**src/rtl/float_pkg.sv**
```systemverilog
// Shared floating-point definitions.
//   float_width : width of one IEEE-754 single-precision word.
//   float_t     : one float word.
package float_pkg;

  localparam int float_width = 32;

  typedef logic [float_width-1:0] float_t;

endpackage

```
**src/rtl/float_mul_arbiter_if.sv**
```systemverilog
// Bus bundle between a float_mul_arbiter, its requesters and the shared
// multiplier.
//   Requester side : req (level), a/b (flattened operands), ack (one-hot
//                    pulse), out (result).
//   Multiplier side: mul_req (issue pulse), mul_a/mul_b (operands),
//                    mul_ack (done pulse), mul_out (result).
//   Status         : busy, err.
// slave  : the arbiter's view.
// master : the environment's view (requesters plus multiplier).
interface float_mul_arbiter_if #(
  parameter int NUM_REQ = 4
);
  import float_pkg::*;

  logic [NUM_REQ-1:0]             req;
  logic [NUM_REQ*float_width-1:0] a;
  logic [NUM_REQ*float_width-1:0] b;
  logic [NUM_REQ-1:0]             ack;
  float_t                         out;
  logic                           busy;
  logic                           err;
  logic                           mul_req;
  float_t                         mul_a;
  float_t                         mul_b;
  logic                           mul_ack;
  float_t                         mul_out;

  modport slave (
    input  req, a, b, mul_ack, mul_out,
    output ack, out, busy, err, mul_req, mul_a, mul_b
  );

  modport master (
    output req, a, b, mul_ack, mul_out,
    input  ack, out, busy, err, mul_req, mul_a, mul_b
  );

endinterface

```
**src/rtl/float_mul_arbiter.sv**
```systemverilog
// Round-robin arbiter sharing one multi-cycle float multiplier between
// NUM_REQ requesters.
//   clk : rising-edge clock.
//   rst : synchronous, active-low reset.
//   bus : float_mul_arbiter_if.slave (requests, operands, acks, result,
//         multiplier handshake, busy and sticky watchdog err).
// Flow: IDLE picks a requester and pulses mul_req with its operands, WAIT
// holds until mul_ack (or the watchdog), RESP presents ack/out for one
// cycle and gives the requester a cycle to drop req. All outputs are
// registered.
module float_mul_arbiter
  import float_pkg::*;
#(
  parameter int NUM_REQ = 4,
  parameter int TIMEOUT = 63
) (
  input logic                clk,
  input logic                rst,
  float_mul_arbiter_if.slave bus
);

  localparam int IDX_W = (NUM_REQ > 1) ? $clog2(NUM_REQ) : 1;
  localparam int WD_W  = $clog2(TIMEOUT + 1);

  typedef logic [IDX_W-1:0] idx_t;
  typedef logic [WD_W-1:0]  wdog_t;
  typedef enum logic [1:0] {S_IDLE, S_WAIT, S_RESP} state_e;

  state_e             state_q, state_d;
  idx_t               grant_q, grant_d;
  idx_t               last_grant_q, last_grant_d;
  wdog_t              wdog_q, wdog_d;
  logic [NUM_REQ-1:0] ack_q, ack_d;
  float_t             out_q, out_d;
  logic               mul_req_q, mul_req_d;
  float_t             mul_a_q, mul_a_d;
  float_t             mul_b_q, mul_b_d;
  logic               busy_q, busy_d;
  logic               err_q, err_d;

  float_t             a_arr [NUM_REQ];
  float_t             b_arr [NUM_REQ];
  logic               pick_valid;
  idx_t               pick_idx;
  logic               wdog_expire;

  // Unpack the flattened operand buses so the winner can be selected by index.
  for (genvar i = 0; i < NUM_REQ; i++) begin : g_unpack
    assign a_arr[i] = bus.a[i*float_width +: float_width];
    assign b_arr[i] = bus.b[i*float_width +: float_width];
  end

  // Round-robin pick: first set req bit scanning upward from last_grant+1.
  always_comb begin
    idx_t cand;
    // NOTE: every variable written in a combinational block gets a default
    // first, otherwise paths that skip an assignment infer a latch.
    pick_valid = 1'b0;
    pick_idx   = '0;
    cand       = '0;
    for (int k = 1; k <= NUM_REQ; k++) begin
      cand = idx_t'((int'(last_grant_q) + k) % NUM_REQ);
      if (!pick_valid && bus.req[cand]) begin
        pick_valid = 1'b1;
        pick_idx   = cand;
      end
    end
  end

  // The counter value after this WAIT cycle would reach TIMEOUT.
  assign wdog_expire = (int'(wdog_q) + 1 >= TIMEOUT);

  // State register plus all registered outputs.
  always_ff @(posedge clk) begin
    // NOTE: reset is synchronous; rst is only acted on at the clock edge.
    if (!rst) begin
      state_q      <= S_IDLE;
      grant_q      <= '0;
      last_grant_q <= idx_t'(NUM_REQ - 1);
      wdog_q       <= '0;
      ack_q        <= '0;
      out_q        <= '0;
      mul_req_q    <= 1'b0;
      mul_a_q      <= '0;
      mul_b_q      <= '0;
      busy_q       <= 1'b0;
      err_q        <= 1'b0;
    end else begin
      // NOTE: non-blocking assignments so every flop samples pre-edge values.
      state_q      <= state_d;
      grant_q      <= grant_d;
      last_grant_q <= last_grant_d;
      wdog_q       <= wdog_d;
      ack_q        <= ack_d;
      out_q        <= out_d;
      mul_req_q    <= mul_req_d;
      mul_a_q      <= mul_a_d;
      mul_b_q      <= mul_b_d;
      busy_q       <= busy_d;
      err_q        <= err_d;
    end
  end

  // Next-state logic.
  always_comb begin
    state_d = state_q;
    unique case (state_q)
      S_IDLE: if (pick_valid) state_d = S_WAIT;
      S_WAIT: if (bus.mul_ack || wdog_expire) state_d = S_RESP;
      S_RESP: state_d = S_IDLE;
      default: state_d = S_IDLE;
    endcase
  end

  // Output / datapath logic. ack, out and mul_req default to 0 so they
  // are single-cycle pulses; operands, grant and err hold.
  always_comb begin
    grant_d      = grant_q;
    last_grant_d = last_grant_q;
    wdog_d       = wdog_q;
    ack_d        = '0;
    out_d        = '0;
    mul_req_d    = 1'b0;
    mul_a_d      = mul_a_q;
    mul_b_d      = mul_b_q;
    err_d        = err_q;
    busy_d       = (state_d != S_IDLE);

    unique case (state_q)
      S_IDLE: begin
        if (pick_valid) begin
          grant_d      = pick_idx;
          last_grant_d = pick_idx;
          mul_a_d      = a_arr[pick_idx];
          mul_b_d      = b_arr[pick_idx];
          mul_req_d    = 1'b1;
          wdog_d       = '0;
        end
      end
      S_WAIT: begin
        if (bus.mul_ack) begin
          out_d          = bus.mul_out;
          ack_d[grant_q] = 1'b1;
          wdog_d         = '0;
        end else if (wdog_expire) begin
          // Release the requester with a zero result and flag the fault.
          err_d          = 1'b1;
          ack_d[grant_q] = 1'b1;
          wdog_d         = '0;
        end else begin
          wdog_d = wdog_q + wdog_t'(1);
        end
      end
      default: ;
    endcase
  end

  assign bus.ack     = ack_q;
  assign bus.out     = out_q;
  assign bus.mul_req = mul_req_q;
  assign bus.mul_a   = mul_a_q;
  assign bus.mul_b   = mul_b_q;
  assign bus.busy    = busy_q;
  assign bus.err     = err_q;

endmodule

```
**src/flat_wrapper.sv**
```systemverilog
// flat-port wrapper written by rule: the top's interface ports become plain ports
module float_mul_arbiter_flat import float_pkg::*;
#(
  parameter int NUM_REQ = 4,
  parameter int TIMEOUT = 63
)
  (clk, rst, bus_req, bus_a, bus_b, bus_mul_ack, bus_mul_out, bus_ack, bus_out, bus_busy, bus_err, bus_mul_req, bus_mul_a, bus_mul_b);
  float_mul_arbiter_if #(.NUM_REQ(NUM_REQ)) bus_i ();
  input logic clk;
  input logic rst;
  input wire logic [$bits(bus_i.req)-1:0] bus_req;
  input wire logic [$bits(bus_i.a)-1:0] bus_a;
  input wire logic [$bits(bus_i.b)-1:0] bus_b;
  input wire logic [$bits(bus_i.mul_ack)-1:0] bus_mul_ack;
  input wire logic [$bits(bus_i.mul_out)-1:0] bus_mul_out;
  output wire logic [$bits(bus_i.ack)-1:0] bus_ack;
  output wire logic [$bits(bus_i.out)-1:0] bus_out;
  output wire logic [$bits(bus_i.busy)-1:0] bus_busy;
  output wire logic [$bits(bus_i.err)-1:0] bus_err;
  output wire logic [$bits(bus_i.mul_req)-1:0] bus_mul_req;
  output wire logic [$bits(bus_i.mul_a)-1:0] bus_mul_a;
  output wire logic [$bits(bus_i.mul_b)-1:0] bus_mul_b;
  assign bus_i.req = bus_req;
  assign bus_i.a = bus_a;
  assign bus_i.b = bus_b;
  assign bus_i.mul_ack = bus_mul_ack;
  assign bus_i.mul_out = bus_mul_out;
  assign bus_ack = bus_i.ack;
  assign bus_out = bus_i.out;
  assign bus_busy = bus_i.busy;
  assign bus_err = bus_i.err;
  assign bus_mul_req = bus_i.mul_req;
  assign bus_mul_a = bus_i.mul_a;
  assign bus_mul_b = bus_i.mul_b;
  float_mul_arbiter #(.NUM_REQ(NUM_REQ), .TIMEOUT(TIMEOUT)) u_core (.clk(clk), .rst(rst), .bus(bus_i));
endmodule
```
**config.mk**
```make
export PLATFORM = sky130hd
export DESIGN_NAME = float_mul_arbiter_flat
export DESIGN_NICKNAME = d
export VERILOG_FILES = /design/src/rtl/float_pkg.sv /design/src/rtl/float_mul_arbiter_if.sv /design/src/rtl/float_mul_arbiter.sv /design/src/flat_wrapper.sv
export SDC_FILE = /design/constraint.sdc
export NUM_CORES = 1
export LEC_CHECK = 0
export ABC_AREA = 1
export CORE_AREA = 2 2 155 157
export DETAILED_ROUTE_END_ITERATION = 10
export DIE_AREA = 0 0 157 159
export GPL_TIMING_DRIVEN = 0
export PLACE_DENSITY = 0.77
export SLEW_MARGIN = 20
export SYNTH_ARGS = -nofsm -noshare
export SYNTH_HDL_FRONTEND = slang
export SYNTH_SLANG_ARGS = --single-unit
```
**constraint.sdc**
```tcl
create_clock -name clk -period 5.3 [get_ports clk]
set_input_delay 0.795 -clock clk [delete_from_list [all_inputs] [get_ports clk]]
set_output_delay 0.795 -clock clk [all_outputs]
set_load 0.01 [all_outputs]
```
* Word-level counts from Yosys, hierarchy flattened
Cells that the tools add are included.
Storage, ports and cells: register bits after elaboration 115
Operators by class: reduce and logical (&&, ||, !) cells 17, equality and inequality tests 2, mux-type cells 34, order comparisons 8, bitwise operators 2, add/sub/neg operators 6
Operator list (count):
- binary-select mux 32 bit (select 2 bit) | 2
- two-way mux 32 bit | 4
- greater-or-equal comparator 32 x 7 -> 1 bit, second input constant | 1
- two-way mux 6 bit | 3
- less-than comparator 2 x 3 -> 1 bit, second input constant | 5
- two-way mux 2 bit | 6
- one-hot mux 6 bit (2 select lines) | 1
- two-way mux 1 bit | 10
- binary-select mux 1 bit (select 2 bit) | 4
- two-way mux 4 bit | 2
- AND reduction 2 bit | 4
- adder 6 x 1 -> 7 bit, second input constant | 1
- adder 6 x 1 -> 6 bit, second input constant | 1
- AND reduction 3 bit | 2
- adder 2 x 1 -> 2 bit, second input constant | 2
- adder 2 bit, second input constant | 2
- logical AND 1 bit | 4
- one-hot mux 2 bit (2 select lines) | 1
- nonzero test 2 bit | 2
- greater-or-equal comparator 3 bit, second input constant | 1
- logical NOT 1 bit | 3
- inverter 2 -> 3 bit | 1
- demux 1 bit (select 2 bit) | 1
- == test 2 x 1 -> 1 bit, second input constant | 1
- other kinds (5) | 5

* Logic depth before layout (Yosys ltp)
Gate-level depths: netlist (run 1).
depth after elaboration 17, gate-level depth with buffers 18, depth with buffers taken out 15

* Worst setup path before layout (run 1)
OpenSTA, ideal clock, no wires.
kind input-to-reg, start point in bus_req[2], end point reg u_core.mul_a_q[10], in the netlist u_core.bus.mul_a[10], slack 3.263 ns, setup time 0.109 ns, required time 5.191 ns, arrival time 1.928 ns, stages on the path 16, buffers on the path 2, cell sequence nand2_1 -> nand2_1 -> nand2_1 -> nand2_2 -> inv_1 -> nand2_1 -> nor2_2 -> nand2_2 -> nand2_2 -> buf_6 -> buf_6 -> nand2_1 -> nand3_1 -> nand3_1 -> nand2_1 -> inv_1
Between the ends: longest elaborated chain between the ends 16, elaborated cells between the ends (all ways) 27, those cells by class mux (19); bitwise (1); reduce/logical (7)
Ends and longest elaborated chain:
- start: declaration | RTL line flat_wrapper.sv:11 | input wire logic [$bits(bus_i.req)-1:0] bus_req;
- binary-select mux 1 bit (select 2 bit) | RTL line float_mul_arbiter.sv:63 | if (!pick_valid && bus.req[cand]) begin
- two-way mux 1 bit (not written as such) | RTL line float_mul_arbiter.sv:63
- two-way mux 1 bit | RTL line float_mul_arbiter.sv:63
- logical NOT 1 bit | RTL line float_mul_arbiter.sv:63
- logical AND 1 bit | RTL line float_mul_arbiter.sv:63
- two-way mux 1 bit | RTL line float_mul_arbiter.sv:63
- logical NOT 1 bit | RTL line float_mul_arbiter.sv:63
- logical AND 1 bit | RTL line float_mul_arbiter.sv:63
- two-way mux 1 bit | RTL line float_mul_arbiter.sv:63
- logical NOT 1 bit | RTL line float_mul_arbiter.sv:63
- logical AND 1 bit | RTL line float_mul_arbiter.sv:63
- two-way mux 2 bit | RTL line float_mul_arbiter.sv:63
- inverter 2 -> 3 bit (not written as such) | RTL line float_mul_arbiter.sv:134 | mul_a_d = a_arr[pick_idx];
- binary-select mux 32 bit (select 2 bit) | RTL line float_mul_arbiter.sv:134
- two-way mux 32 bit (not written as such) (2 in series) | RTL line float_mul_arbiter.sv:134
- end signal: assignment | RTL line float_mul_arbiter.sv:97 | mul_a_q <= mul_a_d;
- end: declaration | RTL line float_mul_arbiter.sv:36 | float_t mul_a_q, mul_a_d;
Parallel ways exist; a longest one is shown, timed or not. The select of a mux whose other input is x is not followed. A chain may end at the register's enable or synchronous reset.

* Worst setup path in the final report (run 1)
start point in bus_req[0], end point reg u_core.mul_a_q[10], in the netlist u_core.bus.mul_a[10]
Same word-level chain as after synthesis.

==> results of run 1 <==
==> sequential cells by signal, summed over array words and instances (netlist names) <==
name / count
u_core.bus.ack: 4
u_core.last_grant_q: 2
u_core.bus.mul_b: 32
u_core.bus.out: 32
u_core.wdog_q: 6
u_core.state_q: 2
u_core.bus.mul_a: 32
u_core.bus.mul_req: 1
u_core.bus.busy: 1
u_core.grant_q: 2
u_core.bus.err: 1
==> worst reg2reg max path, stage by stage (launching register included) <==
cell                      delay, ns
sky130_fd_sc_hd__dfxtp_1       0.31
sky130_fd_sc_hd__buf_6         0.13
sky130_fd_sc_hd__inv_4         0.10
sky130_fd_sc_hd__nand2_1       0.06
sky130_fd_sc_hd__nand2_1       0.10
sky130_fd_sc_hd__nand2_1       0.07
sky130_fd_sc_hd__nand2_1       0.09
sky130_fd_sc_hd__inv_1         0.06
sky130_fd_sc_hd__nand2_1       0.06
sky130_fd_sc_hd__nor2_1        0.05
sky130_fd_sc_hd__a21oi_1       0.52
sky130_fd_sc_hd__buf_2         0.38
sky130_fd_sc_hd__nand3_1       0.12
sky130_fd_sc_hd__nand3_1       0.12
sky130_fd_sc_hd__nand2_1       0.07
sky130_fd_sc_hd__inv_1         0.04
==> worst paths after layout <==
check	slack (ns)	endpoint	from	cells past startpoint
setup reg to reg	2.99	u_core.bus.mul_a[10]	u_core.last_grant_q[0]	15
setup / recovery	2.60	u_core.bus.mul_a[10]	bus_req[0]	14
hold / removal	0.46	u_core.bus.ack[1]	u_core.grant_q[1]	1
hold reg to reg	0.46	u_core.bus.ack[1]	u_core.grant_q[1]	1
==> area by class of cell <==
type | instances | area, um^2
buffer | 75 | 469.2
multi-input combinational | 801 | 3463
timing repair buffer | 397 | 3974
clock buffer | 17 | 425.4
sequential | 115 | 2302
clock inverter | 14 | 178.9
inverter | 306 | 1151
tap | 319 | 399.1
fill | 2318 | 10830
==> cells in the mapped netlist (all sizes together) <==
cell and number:
nand2 405, inv 306, nand3 273, dfxtp 115
nor2 99, buf 64, clkbuf 11, a21oi 10
xor2 3, ha 2, nor3 2, o211ai 2
or2 2, nand3b 1, nand4 1, o21ai 1
==> routing by layer <==
metal,wire [um],share of wire
met1,11930,0.40
met2,14630,0.49
met3,2530,0.084
met4,992,0.033
met5,0,0
==> logic make-up after synthesis <==
kind of cell	after synthesis	share of synthesized area
compound gates	13	0.009486
xor+xnor	3	0.003558
fa+ha+maj	2	0.003388
buf+inv	381	0.2194
flops	115	0.3117
simple gates	783	0.4525
==> stage by stage <==
stage	hold WS (ns)	util	instance area (um^2)	total power [mW]	worst slack, ns
2_1_floorplan	0.4261	-	7386	4.399	3.263
3_3_place_gp	0.4494	0.5070	11760	6.106	2.225
3_5_place_dp	0.4518	0.5070	11760	6.185	2.128
4_1_cts	0.4624	0.5331	12360	7.417	2.565
5_1_grt	0.4810	0.5331	12360	8.000	2.417
6_report	0.4576	0.5331	12360	7.353	2.595
==> where the power goes <==
group	switching, mW	internal [mW]
Clock	0.459	0.744
Combinational	2.98	1.93
Sequential	0.114	1.13
==> cell usage in the layout (no fill, tap or decap) <==
cell and count:
sky130_fd_sc_hd__o21ai_0 1, sky130_fd_sc_hd__nand3_1 272, sky130_fd_sc_hd__nand2_2 8, sky130_fd_sc_hd__clkdlybuf4s50_1 397
sky130_fd_sc_hd__clkbuf_1 11, sky130_fd_sc_hd__or2_2 2, sky130_fd_sc_hd__clkbuf_16 17, sky130_fd_sc_hd__a21oi_1 10
sky130_fd_sc_hd__buf_6 14, sky130_fd_sc_hd__buf_2 42, sky130_fd_sc_hd__inv_6 3, sky130_fd_sc_hd__buf_4 8
sky130_fd_sc_hd__nand3_2 1, sky130_fd_sc_hd__nand2_4 1, sky130_fd_sc_hd__nor2_2 3, sky130_fd_sc_hd__nor3_1 2
sky130_fd_sc_hd__bufinv_16 3, sky130_fd_sc_hd__nand3b_1 1, sky130_fd_sc_hd__nor2_4 1, sky130_fd_sc_hd__clkinv_4 4
sky130_fd_sc_hd__nand2_1 396, sky130_fd_sc_hd__inv_1 301, sky130_fd_sc_hd__clkinv_2 1, sky130_fd_sc_hd__nand4_1 1
sky130_fd_sc_hd__ha_1 2, sky130_fd_sc_hd__clkinvlp_4 3, sky130_fd_sc_hd__inv_4 1, sky130_fd_sc_hd__xor2_1 3
sky130_fd_sc_hd__inv_2 4, sky130_fd_sc_hd__o211ai_1 2, sky130_fd_sc_hd__dfxtp_1 115, sky130_fd_sc_hd__nor2_1 95
==> report_table.html, run 1 <==
<table>
<tr><th>Metric</th><th>Value</th></tr>
<tr><th colspan="2">Outcome</th></tr>
<tr><td>Outcome</td><td>completed</td></tr>
<tr><th colspan="2">Yosys</th></tr>
<tr><td>Combined area of all synthesized cells</td><td>approximately 7400 um^2</td></tr>
<tr><td>Library cell with the largest summed area after synthesis</td><td>sky130_fd_sc_hd__dfxtp_1</td></tr>
<tr><td>Cell count after synthesis</td><td>1297</td></tr>
<tr><td>Count of cell types in the netlist</td><td>25</td></tr>
<tr><td>Total nets after synthesis</td><td>around 1600</td></tr>
<tr><td>Mean cell area of the mapped netlist</td><td>5.695 um^2</td></tr>
<tr><td>Yosys warning count</td><td>0</td></tr>
<tr><td>Portion of synthesized cell area occupied by the leading cell type</td><td>0.3117</td></tr>
<tr><td>Main area contributors after synthesis</td><td>sky130_fd_sc_hd__dfxtp_1, sky130_fd_sc_hd__nand2_1, sky130_fd_sc_hd__nand3_1</td></tr>
<tr><td>Synthesis-stage register bit count</td><td>approximately 120</td></tr>
<tr><td>Sequential-to-total area share from yosys stat</td><td>0.3117</td></tr>
<tr><th colspan="2">Timing</th></tr>
<tr><td>Total count of max-transition violations in the final report</td><td>0</td></tr>
<tr><td>Sum of negative setup slack</td><td>0 ns</td></tr>
<tr><td>Worst slew slack as a fraction of its limit</td><td>0.5001</td></tr>
<tr><td>Minimum period implied by the final worst setup slack</td><td>~2.7 ns</td></tr>
<tr><td>Final period util</td><td>0.5103</td></tr>
<tr><td>Actual transition at the worst max-transition pin</td><td>between 0.7 and 0.8 ns</td></tr>
<tr><td>Max Clock Freq</td><td>approximately 0.37 GHz</td></tr>
<tr><td>Count of endpoints failing hold in the final timing report</td><td>0</td></tr>
<tr><td>Final setup violation count</td><td>0</td></tr>
<tr><td>Final worst clock skew</td><td>~0.0092 ns</td></tr>
<tr><td>RSZ-0062 raised after global routing</td><td>false</td></tr>
<tr><th colspan="2">Setup path</th></tr>
<tr><td>Stage delay of the slowest cell on the critical path</td><td>between 0.5 and 0.6 ns</td></tr>
<tr><td>Critical path peak fanout</td><td>10</td></tr>
<tr><td>Cell type of the slowest stage on the worst timing path</td><td>sky130_fd_sc_hd__clkdlybuf4s50_1</td></tr>
<tr><td>Cells traversed along the worst timing path</td><td>clkdlybuf4s50_1 &gt; nand2_1 &gt; nand2_1 &gt; nand2_1 &gt; nand2_1 &gt; inv_1 &gt; nand2_1 &gt; nor2_1 &gt; a21oi_1 &gt; buf_2 &gt; nand3_1 &gt; nand3_1 &gt; nand2_1 &gt; inv_1</td></tr>
<tr><td>Largest delay share family, worst path</td><td>buffers and inverters</td></tr>
<tr><td>Nature of the critical path startpoint</td><td>primary input</td></tr>
<tr><td>Category of the worst setup path capture point</td><td>flop</td></tr>
<tr><td>Critical path start-end classification</td><td>primary input to flop</td></tr>
<tr><td>Cell repeated most along the worst path</td><td>sky130_fd_sc_hd__nand2_1</td></tr>
<tr><td>Number of buffer and inverter instances along the worst setup path</td><td>4</td></tr>
<tr><td>Required time of the critical path</td><td>around 5.7 ns</td></tr>
<tr><td>WP data arrival</td><td>between 3 and 4 ns</td></tr>
<tr><th colspan="2">Power and ir drop</th></tr>
<tr><td>Pwr Density</td><td>a little under 600 nW/um^2</td></tr>
<tr><td>Peak supply drop</td><td>between 0.3 and 0.4 mV</td></tr>
<tr><td>Leakage power</td><td>6.619 nW</td></tr>
<tr><th colspan="2">Drt</th></tr>
<tr><td>Total wirelength of the detailed-routed design</td><td>about 30000 um</td></tr>
<tr><td>DRC violation count after routing</td><td>0</td></tr>
<tr><td>Number of nets with antenna violations after detailed routing</td><td>0</td></tr>
<tr><td>Routed via count divided by cell count</td><td>roughly 4.5</td></tr>
<tr><td>Via Count</td><td>roughly 9200</td></tr>
<tr><td>Starting DRT DRC Count</td><td>around 560</td></tr>
<tr><td>Routed len/inst</td><td>around 15 um</td></tr>
<tr><td>Initial DRT Pass Iterations</td><td>5</td></tr>
<tr><th colspan="2">Clock tree</th></tr>
<tr><td>Number of buffers inserted by post-CTS setup repair</td><td>0</td></tr>
<tr><td>Hold-fix buffers at CTS</td><td>0</td></tr>
<tr><td>Clock tree from TritonCTS</td><td>built</td></tr>
<tr><td>Max Buffers Root-to-Sink</td><td>2</td></tr>
<tr><td>Post-CTS Resized</td><td>0</td></tr>
<tr><td>Insertion delay to the later sink of the worst-skew pair</td><td>between 0.4 and 0.5 ns</td></tr>
<tr><td>H-tree level count</td><td>4</td></tr>
<tr><td>Inserted Clock Buffers</td><td>17</td></tr>
<tr><td>Clock transition at path regs</td><td>~0.060 ns</td></tr>
<tr><td>Master cell of the clock root buffer</td><td>sky130_fd_sc_hd__clkbuf_16</td></tr>
<tr><td>Number of clock sinks</td><td>about 120</td></tr>
<tr><th colspan="2">Finish</th></tr>
<tr><td>Layout cell share with drive strength beyond 1</td><td>0.06725</td></tr>
<tr><td>Number of nets in the layout</td><td>between 2000 and 2500</td></tr>
<tr><td>Number of inserted diodes</td><td>0</td></tr>
<tr><td>Synth-to-Final Area Change</td><td>67.39%</td></tr>
<tr><td>Final std cells w/o fill</td><td>a little over 2000</td></tr>
<tr><th colspan="2">Floorplan</th></tr>
<tr><td>Boundary Pins</td><td>slightly below 400</td></tr>
<tr><td>Number of rows in the core area</td><td>56</td></tr>
<tr><td>Width of the chip</td><td>157 um</td></tr>
<tr><td>Core area</td><td>about 23000 um^2</td></tr>
<tr><td>Total Die Area</td><td>24960 um^2</td></tr>
<tr><td>Die height</td><td>between 150 and 200 um</td></tr>
<tr><td>Initial core utilization</td><td>0.3185</td></tr>
<tr><th colspan="2">GRT</th></tr>
<tr><td>Global routing met3 resource utilization</td><td>0.06859</td></tr>
<tr><td>Fraction of met2 tracks used by global routing</td><td>0.4215</td></tr>
<tr><td>Global-route met1 utilization</td><td>0.2575</td></tr>
<tr><td>GRT busiest layer</td><td>met2</td></tr>
<tr><td>Overall fraction of global-route tracks in use</td><td>0.2343</td></tr>
<tr><td>Pin count of the biggest net entering global routing</td><td>17</td></tr>
<tr><td>Gr ovfl total</td><td>0</td></tr>
<tr><td>Antenna violations before repair</td><td>0</td></tr>
<tr><td>Via count of the first global-routing pass</td><td>9071</td></tr>
<tr><td>First-pass GRT wire length</td><td>between 40000 and 50000 um</td></tr>
<tr><th colspan="2">Placement</th></tr>
<tr><td>Placed Cells incl. Taps</td><td>2013</td></tr>
<tr><td>Gpl congestion</td><td>between 0.8 and 0.9</td></tr>
<tr><td>I/O Buffers</td><td>between 300 and 400</td></tr>
<tr><td>Detailed placement HPWL</td><td>~24000 um</td></tr>
<tr><th colspan="2">Run</th></tr>
<tr><td>Number of violations of the max-capacitance limit</td><td>0</td></tr>
<tr><th colspan="2">Worst hold path</th></tr>
<tr><td>Tightest Hold Check Type</td><td>flop to flop</td></tr>
</table>
Note: power is estimated with default switching activity, not from simulation.
==> inputs of run 2 (changes only) <==
Settings changed: CORE_AREA 2 2 155 157 to 2 2 156 158, DIE_AREA 0 0 157 159 to 0 0 158 160.
Clock period 5.3 ns to 2.6 ns, I/O delays scaled along.
==> run 2 against run 1 <==
Net effect: first-iteration DRC count down 4.6%; critical path depth up 2; non-clock buffer count unchanged; clock power up 94%; hold slack better by 0.026 ns; register-to-register slack worse by 2.6 ns; final area down 0.16%; sequential share of layout area about the same; largest power group unchanged; highest routed layer unchanged.
==> report_table.html, run 2 (same netlist as run 1, synthesis figures left out) <==
<table>
<tr><th>Metric</th><th>Value</th></tr>
<tr><th colspan="2">Floorplan</th></tr>
<tr><td>Width of the chip</td><td>158 um (+0.64%)</td></tr>
<tr><td>Die height</td><td>160 um (+0.63%)</td></tr>
<tr><td>Boundary Pins</td><td>398 (unchanged)</td></tr>
<tr><td>Total Die Area</td><td>25280 um^2 (+1.3%)</td></tr>
<tr><td>Number of rows in the core area</td><td>57 (+1.8%)</td></tr>
<tr><td>Initial core utilization</td><td>0.3101 (-0.008397)</td></tr>
<tr><td>Core area</td><td>23820 um^2 (+2.7%)</td></tr>
<tr><th colspan="2">Placement</th></tr>
<tr><td>Gpl congestion</td><td>0.8892 (+2.8%)</td></tr>
<tr><td>Post-DP Area</td><td>11770 um^2 (about the same)</td></tr>
<tr><td>I/O Buffers</td><td>397 (unchanged)</td></tr>
<tr><td>Detailed placement HPWL</td><td>23480 um (-0.53%)</td></tr>
<tr><td>Setup Slack @ Placement</td><td>-0.2550 ns (-2.383 ns)</td></tr>
<tr><th colspan="2">Run</th></tr>
<tr><td>Number of violations of the max-capacitance limit</td><td>0 (unchanged)</td></tr>
<tr><th colspan="2">Power and ir drop</th></tr>
<tr><td>Pwr Density</td><td>1206 nW/um^2 (+100%)</td></tr>
<tr><td>Leakage power</td><td>6.604 nW (-0.22%)</td></tr>
<tr><td>Design Power</td><td>14.89 mW (+100%)</td></tr>
<tr><td>Peak supply drop</td><td>0.5323 mV (+71%)</td></tr>
<tr><th colspan="2">Timing</th></tr>
<tr><td>Final setup violation count</td><td>0 (unchanged)</td></tr>
<tr><td>Total count of max-transition violations in the final report</td><td>0 (unchanged)</td></tr>
<tr><td>Worst slew slack as a fraction of its limit</td><td>0.4903 (-0.009737)</td></tr>
<tr><td>Sum of negative setup slack</td><td>0 ns (unchanged)</td></tr>
<tr><td>Count of endpoints failing hold in the final timing report</td><td>0 (unchanged)</td></tr>
<tr><td>Actual transition at the worst max-transition pin</td><td>0.7645 ns (+0.01461 ns)</td></tr>
<tr><td>Final worst clock skew</td><td>0.009016 ns (-0.0002102 ns)</td></tr>
<tr><td>RSZ-0062 raised after global routing</td><td>false</td></tr>
<tr><td>Max Clock Freq</td><td>0.4495 GHz</td></tr>
<tr><td>Minimum period implied by the final worst setup slack</td><td>about 2.2 ns</td></tr>
<tr><td>Setup WS post-layout</td><td>0.3754 ns (-2.220 ns)</td></tr>
<tr><td>Final period util</td><td>0.8556</td></tr>
<tr><th colspan="2">Setup path</th></tr>
<tr><td>Nature of the critical path startpoint</td><td>flop</td></tr>
<tr><td>R2R setup slack</td><td>0.38 ns (-2.61 ns)</td></tr>
<tr><td>Category of the worst setup path capture point</td><td>flop</td></tr>
<tr><td>Required time of the critical path</td><td>2.91 ns (-2.75 ns)</td></tr>
<tr><td>Critical path peak fanout</td><td>10 (unchanged)</td></tr>
<tr><td>Critical path start-end classification</td><td>flop to flop</td></tr>
<tr><td>Cell repeated most along the worst path</td><td>sky130_fd_sc_hd__nand2_1</td></tr>
<tr><td>Cells traversed along the worst timing path</td><td>buf_6 &gt; inv_4 &gt; nand2_1 &gt; nand2_1 &gt; nand2_1 &gt; nand2_2 &gt; nor2_2 &gt; nand2_1 &gt; nor2_1 &gt; nand2_1 &gt; nand2_2 &gt; nor2_2 &gt; buf_2 &gt; nand3_1 &gt; nand2_1 &gt; nor2_1</td></tr>
<tr><td>WP data arrival</td><td>2.53 ns (-0.53 ns)</td></tr>
<tr><td>Stage delay of the slowest cell on the critical path</td><td>0.34 ns (-0.19 ns)</td></tr>
<tr><td>Cell type of the slowest stage on the worst timing path</td><td>sky130_fd_sc_hd__nor2_2</td></tr>
<tr><th colspan="2">Finish</th></tr>
<tr><td>Filler Cell Count</td><td>2411 (+4.0%)</td></tr>
<tr><td>Area taken by flip-flops and latches</td><td>2302 um^2 (unchanged)</td></tr>
<tr><td>Utilization of the core after routing</td><td>0.5182 (-0.01490)</td></tr>
<tr><td>Leading cell types in the layout, fill and taps excluded</td><td>sky130_fd_sc_hd__clkdlybuf4s50_1, sky130_fd_sc_hd__nand2_1, sky130_fd_sc_hd__inv_1</td></tr>
<tr><td>Most common library cell in the layout ignoring fill and taps</td><td>sky130_fd_sc_hd__clkdlybuf4s50_1</td></tr>
<tr><td>Multi-input gate area</td><td>3467 um^2 (+0.11%)</td></tr>
<tr><td>Synth-to-Final Area Change</td><td>67.12%</td></tr>
<tr><td>Layout cell share with drive strength beyond 1</td><td>0.06779 (+0.0005404)</td></tr>
<tr><td>Number of nets in the layout</td><td>2010 (unchanged)</td></tr>
<tr><td>Layout Cell Area excl Fill</td><td>12340 um^2 (-0.16%)</td></tr>
<tr><th colspan="2">Drt</th></tr>
<tr><td>Via Count</td><td>9145 (-0.28%)</td></tr>
<tr><td>Initial DRT Pass Iterations</td><td>5 (unchanged)</td></tr>
<tr><td>Number of nets with antenna violations after detailed routing</td><td>0 (unchanged)</td></tr>
<tr><td>Total wirelength of the detailed-routed design</td><td>30190 um (+0.35%)</td></tr>
<tr><td>Routed len/inst</td><td>14.72 um (about the same)</td></tr>
<tr><td>Starting DRT DRC Count</td><td>536 (-4.6%)</td></tr>
<tr><td>DRC violation count after routing</td><td>0 (unchanged)</td></tr>
<tr><td>Routed via count divided by cell count</td><td>4.459 (-0.62%)</td></tr>
<tr><th colspan="2">Clock tree</th></tr>
<tr><td>Number of clock sinks</td><td>115 (unchanged)</td></tr>
<tr><td>Master cell of the clock root buffer</td><td>sky130_fd_sc_hd__clkbuf_16</td></tr>
<tr><td>Clock transition at path regs</td><td>0.06 ns (about the same)</td></tr>
<tr><td>Insertion delay to the later sink of the worst-skew pair</td><td>0.41 ns (about the same)</td></tr>
<tr><td>Inserted Clock Buffers</td><td>17 (unchanged)</td></tr>
<tr><td>H-tree level count</td><td>4 (unchanged)</td></tr>
<tr><td>Clock tree from TritonCTS</td><td>built</td></tr>
<tr><td>Hold-fix buffers at CTS</td><td>0 (unchanged)</td></tr>
<tr><td>Max Buffers Root-to-Sink</td><td>2 (unchanged)</td></tr>
<tr><th colspan="2">GRT</th></tr>
<tr><td>Antenna violations before repair</td><td>1 (+1)</td></tr>
<tr><td>Gr ovfl total</td><td>0 (unchanged)</td></tr>
<tr><td>Via count of the first global-routing pass</td><td>8755 (-3.5%)</td></tr>
<tr><td>Pin count of the biggest net entering global routing</td><td>17 (unchanged)</td></tr>
<tr><td>Overall fraction of global-route tracks in use</td><td>0.2298 (-0.004493)</td></tr>
<tr><td>First-pass GRT wire length</td><td>44930 um (-2.3%)</td></tr>
<tr><th colspan="2">Outcome</th></tr>
<tr><td>Outcome</td><td>completed</td></tr>
<tr><th colspan="2">Worst hold path</th></tr>
<tr><td>Tightest Hold Check Type</td><td>flop to flop</td></tr>
</table>
run 2: cell count changes in the layout (fill, tap and decap cells not counted), sizes merged:
cell,before,now
inv,309,314
clkinv,5,2
bufinv,3,1
clkbuf,28,29
diode,0,1
run 2: stage by stage:
step | std cells | hold slack (ns)
2_1_floorplan | 1297 | 0.4261
3_3_place_gp | 2018 | 0.4580
3_5_place_dp | 2018 | 0.4762
4_1_cts | 2050 | 0.4741
5_1_grt | 2050 | 0.4931
6_report | 2051 | 0.4838
run 2: layout make-up:
class                           instances  share of cell area
Multi-Input combinational cell        801              0.2809
Inverter                              306             0.09326
Clock inverter                         14             0.01156
Timing Repair Buffer                  397              0.3219
Antenna cell                            1           0.0002027
Clock buffer                           18             0.03477
Sequential cell                       115              0.1865
Tap cell                              324             0.03284
Buffer                                 75             0.03801
run 2: metal layers:
layer  share of wire  GRT usage  wire length, um
met4           0.023    0.06347              692
met5               0          0                0
met3           0.086    0.07110             2597
met2            0.50     0.4225            15010
met1            0.39     0.2519            11890
run 2: final timing paths:
kind,cells after the start,from,end
setup / recovery,16,u_core.last_grant_q[0],u_core.bus.mul_b[14]
hold / removal,2,u_core.wdog_q[4],u_core.wdog_q[4]
setup reg to reg,16,u_core.last_grant_q[0],u_core.bus.mul_b[14]
hold reg to reg,2,u_core.wdog_q[4],u_core.wdog_q[4]
run 2: what timing repair did:
item / CTS / global route
setup endpoints to repair: 0 / 16
buffers inserted: 0 / 0
endpoints found under the hold margin: 0 / 0
gates resized for setup: 0 / 1
run 2: power by group:
part	leakage, nW	internal, mW	switching (mW)
clock	0.271	1.35	0.983
combinational	5.38	3.93	6.09
sequential	0.949	2.30	0.244
run 2: critical path, delay by kind of cell (launching register included):
family	cells	cell delay, ns
DFF	1	0.31
and+or+nand+nor	13	1.27
buffers and inverters	3	0.54
